$ cat config.mk
export PLATFORM = sky130hd
export DESIGN_NAME = reg_dump_sequencer
export DESIGN_NICKNAME = d
export VERILOG_FILES = /design/src/rtl/reg_dump_sequencer.sv
export SDC_FILE = /design/constraint.sdc
export NUM_CORES = 1
export LEC_CHECK = 0
export CORE_ASPECT_RATIO = 0.9
export CORE_MARGIN = 1.5
export CORE_UTILIZATION = 43
export CTS_BUF_LIST = sky130_fd_sc_hd__clkbuf_4
export CTS_CLUSTER_DIAMETER = 120
export DETAILED_ROUTE_END_ITERATION = 10
export GPL_TIMING_DRIVEN = 0
export PLACE_DENSITY_LB_ADDON = 0.12
export SKIP_LAST_GASP = 1
export SLEW_MARGIN = 20
export SYNTH_ARGS = -nofsm -noshare
export SYNTH_HDL_FRONTEND = slang
export SYNTH_SLANG_ARGS = --single-unit
$ cat constraint.sdc
create_clock -name CLK -period 1.6 [get_ports CLK]
set_clock_uncertainty 0.15 [all_clocks]
set_input_delay 0.16 -clock CLK [delete_from_list [all_inputs] [get_ports CLK]]
set_output_delay 0.16 -clock CLK [all_outputs]
set_load 0.1 [all_outputs]
$ cat src/rtl/reg_dump_sequencer.sv
// Register-file dump controller: waits for processor halt, then sweeps the inr debug select and
// streams one {addr,data} beat per register on a valid/ready interface.
module reg_dump_sequencer #(
   parameter int unsigned RegAddrBits  = 3,
   parameter int unsigned DataWidth    = 16,
   parameter int unsigned TotalReg     = 8,
   parameter int unsigned SettleCycles = 1,
   parameter int unsigned HaltTimeout  = 64
) (
   input  logic                   CLK,
   input  logic                   RST,
   input  logic                   start,
   input  logic                   halted,
   output logic [RegAddrBits-1:0] inr,
   input  logic [DataWidth-1:0]   out_value,
   output logic                   dump_valid,
   input  logic                   dump_ready,
   output logic [RegAddrBits-1:0] dump_addr,
   output logic [DataWidth-1:0]   dump_data,
   output logic                   busy,
   output logic                   done,
   output logic                   err
);

   localparam int unsigned TimerBits  = (HaltTimeout > 0) ? $clog2(HaltTimeout + 1) : 1;
   localparam int unsigned SettleBits = (SettleCycles > 1) ? $clog2(SettleCycles) : 1;

   localparam logic [TimerBits-1:0]   TimerLast  = TimerBits'(HaltTimeout - 1);
   localparam logic [SettleBits-1:0]  SettleLast = SettleBits'(SettleCycles - 1);
   localparam logic [RegAddrBits-1:0] LastIdx    = RegAddrBits'(TotalReg - 1);

   typedef enum logic [2:0] {
      StIdle,
      StWaitHalt,
      StSettle,
      StSend,
      StDone
   } state_e;

   state_e                 state_q, state_d;
   logic [TimerBits-1:0]   timer_q, timer_d;
   logic [SettleBits-1:0]  settle_q, settle_d;
   logic [RegAddrBits-1:0] idx_q, idx_d;
   logic [RegAddrBits-1:0] dump_addr_q, dump_addr_d;
   logic [DataWidth-1:0]   dump_data_q, dump_data_d;
   logic                   dump_valid_q, dump_valid_d;
   logic                   busy_q, busy_d;
   logic                   done_q, done_d;
   logic                   err_q, err_d;

   always_comb begin
      state_d      = state_q;
      timer_d      = timer_q;
      settle_d     = settle_q;
      idx_d        = idx_q;
      dump_addr_d  = dump_addr_q;
      dump_data_d  = dump_data_q;
      dump_valid_d = dump_valid_q;
      err_d        = err_q;

      case (state_q)
         StIdle: begin
            if (start) begin
               state_d = StWaitHalt;
               timer_d = '0;
               err_d   = 1'b0;
            end
         end
         StWaitHalt: begin
            // halted takes priority over a timeout landing on the same edge
            if (halted) begin
               state_d  = StSettle;
               idx_d    = '0;
               settle_d = '0;
            end else if ((HaltTimeout != 32'd0) && (timer_q == TimerLast)) begin
               state_d = StDone;
               err_d   = 1'b1;
            end else if (timer_q != '1) begin
               timer_d = timer_q + 1'b1;
            end
         end
         StSettle: begin
            if (settle_q == SettleLast) begin
               dump_data_d  = out_value;
               dump_addr_d  = idx_q;
               dump_valid_d = 1'b1;
               state_d      = StSend;
            end else begin
               settle_d = settle_q + 1'b1;
            end
         end
         StSend: begin
            if (dump_ready) begin
               dump_valid_d = 1'b0;
               if (idx_q == LastIdx) begin
                  state_d = StDone;
               end else begin
                  idx_d    = idx_q + 1'b1;
                  settle_d = '0;
                  state_d  = StSettle;
               end
            end
         end
         StDone: begin
            state_d = StIdle;
         end
         default: begin
            state_d = StIdle;
         end
      endcase

      done_d = (state_d == StDone);
      busy_d = (state_d != StIdle);
   end

   always_ff @(posedge CLK) begin
      if (RST) begin
         state_q      <= StIdle;
         timer_q      <= '0;
         settle_q     <= '0;
         idx_q        <= '0;
         dump_addr_q  <= '0;
         dump_data_q  <= '0;
         dump_valid_q <= 1'b0;
         busy_q       <= 1'b0;
         done_q       <= 1'b0;
         err_q        <= 1'b0;
      end else begin
         state_q      <= state_d;
         timer_q      <= timer_d;
         settle_q     <= settle_d;
         idx_q        <= idx_d;
         dump_addr_q  <= dump_addr_d;
         dump_data_q  <= dump_data_d;
         dump_valid_q <= dump_valid_d;
         busy_q       <= busy_d;
         done_q       <= done_d;
         err_q        <= err_d;
      end
   end

   assign inr        = idx_q;
   assign dump_valid = dump_valid_q;
   assign dump_addr  = dump_addr_q;
   assign dump_data  = dump_data_q;
   assign busy       = busy_q;
   assign done       = done_q;
   assign err        = err_q;

endmodule

==> flow_metrics.tcl <==
set metrics [dict create \
    status "finished with violations" \
    violations "setup timing" \
    slew_headroom_pct 63.0 \
    reg2reg_slack_ps -60 \
    hold_violations 0 \
    grt_start_max_net_pins 12 \
    fmax_mhz 602 \
    yosys_warnings 0 \
    peakVddDrop_v 0.000400 \
    period_needed_ps 1660 \
    clock-sinks 36 \
    fin_nets 271 \
    dieWidth_microns 66.3 \
    worst_pin_slew_ps 558 \
    numCtsBuffers 5 \
    seqCellArea_sq_um 747 \
    fin_setup_tns_ps -138 \
    route.detailed.drc 0 \
    drv_cap 0 \
    route.vias.total 1513 \
    syn_area_per_cell_sq_um 8.08 \
    netlist_instances 192 \
    clock_latency_ps 340 \
    ys_seq_area_share_pct 46.5 \
    synthesis.area_sq_mm 0.00155 \
    setup_viol 4 \
    die_area_sq_mm 0.00398 \
    wire_per_inst_microns 13.7 \
    p_per_area_mw_per_mm2 803 \
    reg2reg_from "inr[1]$_SDFFE_PP0P_" \
    cp.arrival_ps 1720 \
    cts_tree "done" \
    rr_endpoint "inr[0]$_SDFFE_PP0P_" \
    holdBufCountCts 0 \
    grt_pass1_wl_microns 6190 \
    place_area_sq_mm 0.00211 \
    fillers 304 \
    dp_slack_ps -374 \
    p_leak_nw 0.800 \
    initial_core_util_pct 45.6 \
    rows 20 \
    dp_cells 281 \
    drive_gt1_share_pct 29.8 \
    required_ps 1660 \
    ys_ff_latch 36 \
    synth_nets 216 \
    dpl.hpwl_microns 2610 \
    num_io_pins 47 \
    hp-class "input pin to register" \
    rsz0062_at_grt "true" \
    fin_ws_ps -61.6 \
    maxSlewViolCount 0 \
    cts_max_path_buffers 2 \
    power.total_mw 1.86 \
    postLayoutCellArea_sq_mm 0.00232 \
    hold_end "busy$_SDFF_PP0_" \
    multi_input_area_sq_um 903 \
    gp_congestion 0.817 \
    grt_overflow 0 \
    path_class "register to register" \
    antenna_left 0 \
    h-tree-depth 2 \
    core_region_area_sq_mm 0.00340 \
    ys_types 35 \
    grtUsageTotal_pct 20.6 \
    ff2ff_path_depth 6 \
    cp-start-kind "register" \
    drt_first_iter_violations 67 \
    vias_per_cell 5.18 \
    num_antenna_cells 0 \
    instances_no_fill 292 \
    antenna_found_initial 0 \
    dr.pass1.iters 4 \
    grt_pass1_vias 1354 \
    port_buffers 45 \
    hold_depth 2 \
    syn2layout_area_growth_pct 49.4 \
    worst_setup_path_end_kind "register" \
    clockRootBuffer "clkbuf_4" \
    hold_path_startpoint "RST" \
    routed_wl_microns 4010 \
    path_clk_slew_ps 110 \
    period_share_pct 104 \
    die_h_microns 60.0 \
    critPathMaxFanout 4 \
]
-- metal layers --
metal	vias up	global-route usage, %	wire length [microns]
li1	776	-	-
met1	702	28.9	1870
met2	30	30.6	1890
met3	5	5.08	209
met4	0	7.87	43
met5	-	0	0
-- layout make-up --
type / instances / share of cell area [%]
sequential: 36 / 32.2
buffer: 9 / 2.00
tap: 44 / 2.37
clock buffer: 6 / 1.94
timing repair buffer: 53 / 22.2
clock inverter: 2 / 0.324
multi-input combinational: 142 / 39.0
-- logic make-up after synthesis --
| logic type | after synthesis | share of synthesized area [%] |
|---|---|---|
| flops | 36 | 46.5 |
| buf+inv | 14 | 4.03 |
| compound gates | 42 | 16.0 |
| simple gates | 94 | 29.2 |
| mux | 3 | 1.94 |
| fa+ha+maj | 3 | 2.42 |
-- synth_stat cells (all sizes together) --
cell	n	area share [%]
clkbuf	10	2.4
nor2	9	2.2
dfxtp	36	46
and3	4	1.6
or3b	2	1.1
o32ai	2	1.1
buf	4	1.6
or3	1	0.40
nand2	46	11
a31oi	2	0.81
or4b	1	0.89
a211oi	2	0.97
o21a	1	0.48
nor4	1	0.40
ha	3	2.4
o22ai	1	0.40
a311oi	1	0.56
and2b	1	0.48
or2	1	0.40
nand2b	7	2.8
nand4	2	0.81
o221ai	1	0.56
a221oi	3	1.7
o21ai	4	1.3
nand3	11	3.5
nor3	2	0.65
mux2i	3	1.9
a21oi	25	8.1
nor2b	2	0.81
nand3b	1	0.48
nor3b	3	1.5
-- worst max-delay path: stages, from the launching register on --
cell and delay (ps):
dfxtp_4 380, ha_4 160, ha_4 150, nand3b_1 190
a21oi_4 210, mux2i_1 230, nor2_1 60
-- power by group --
part,switching (mW),total (mW),internal (mW)
Sequential,0.0223,0.941,0.919
Clock,0.297,0.476,0.180
Combinational,0.296,0.444,0.148
Total,0.615,1.86,1.25
-- how the worst max path moves through the flow --
stage	depth (start not counted)	endpoint	from
3_3_place_gp	5	timer_q[3]$_SDFFE_PP0P_	halted
5_1_grt	6	inr[0]$_SDFFE_PP0P_	inr[1]$_SDFFE_PP0P_
4_1_cts	6	inr[1]$_SDFFE_PP0P_	inr[1]$_SDFFE_PP0P_
2_1_floorplan	6	inr[2]$_SDFFE_PP0P_	inr[1]$_SDFFE_PP0P_
6_report	6	inr[0]$_SDFFE_PP0P_	inr[1]$_SDFFE_PP0P_
3_5_place_dp	5	timer_q[3]$_SDFFE_PP0P_	halted
-- state kept, by name, summed over array words and instances, names as in the netlist --
name and count:
dump_data 16, inr 3, err 1, timer_q 7, state_q 3, dump_valid 1, busy 1, done 1
dump_addr 3
-- metrics by stage --
step,utilization [%],hold WS [ps]
after global placement,61.9,291
after floorplan,-,146
final,68.1,162
after CTS,66.6,162
after global routing,68.1,191
after detailed placement,61.9,295
-- placed cells by master, fill, tap and decap left out, types with 3 or more instances in the layout --
master           instances
buf_4                    9
buf_2                    3
nand2_1                 45
clkdlybuf4s15_2         16
nand2b_1                 7
and3_1                   3
a21oi_1                 23
nand3_1                  9
nor2_1                   8
dfxtp_2                  3
dfxtp_4                  6
clkdlybuf4s18_2          7
clkbuf_4                 8
clkdlybuf4s50_1         18
dfxtp_1                 27
mux2i_1                  3
clkbuf_1                 4
-- repair_timing --
action | in CTS | in global routing
buffers inserted | 4 | 4
pin swaps | 8 | 9
resized for setup | 101 | 29
endpoints found under the setup margin | 57 | 41
Power figures use the tool's default switching activity.
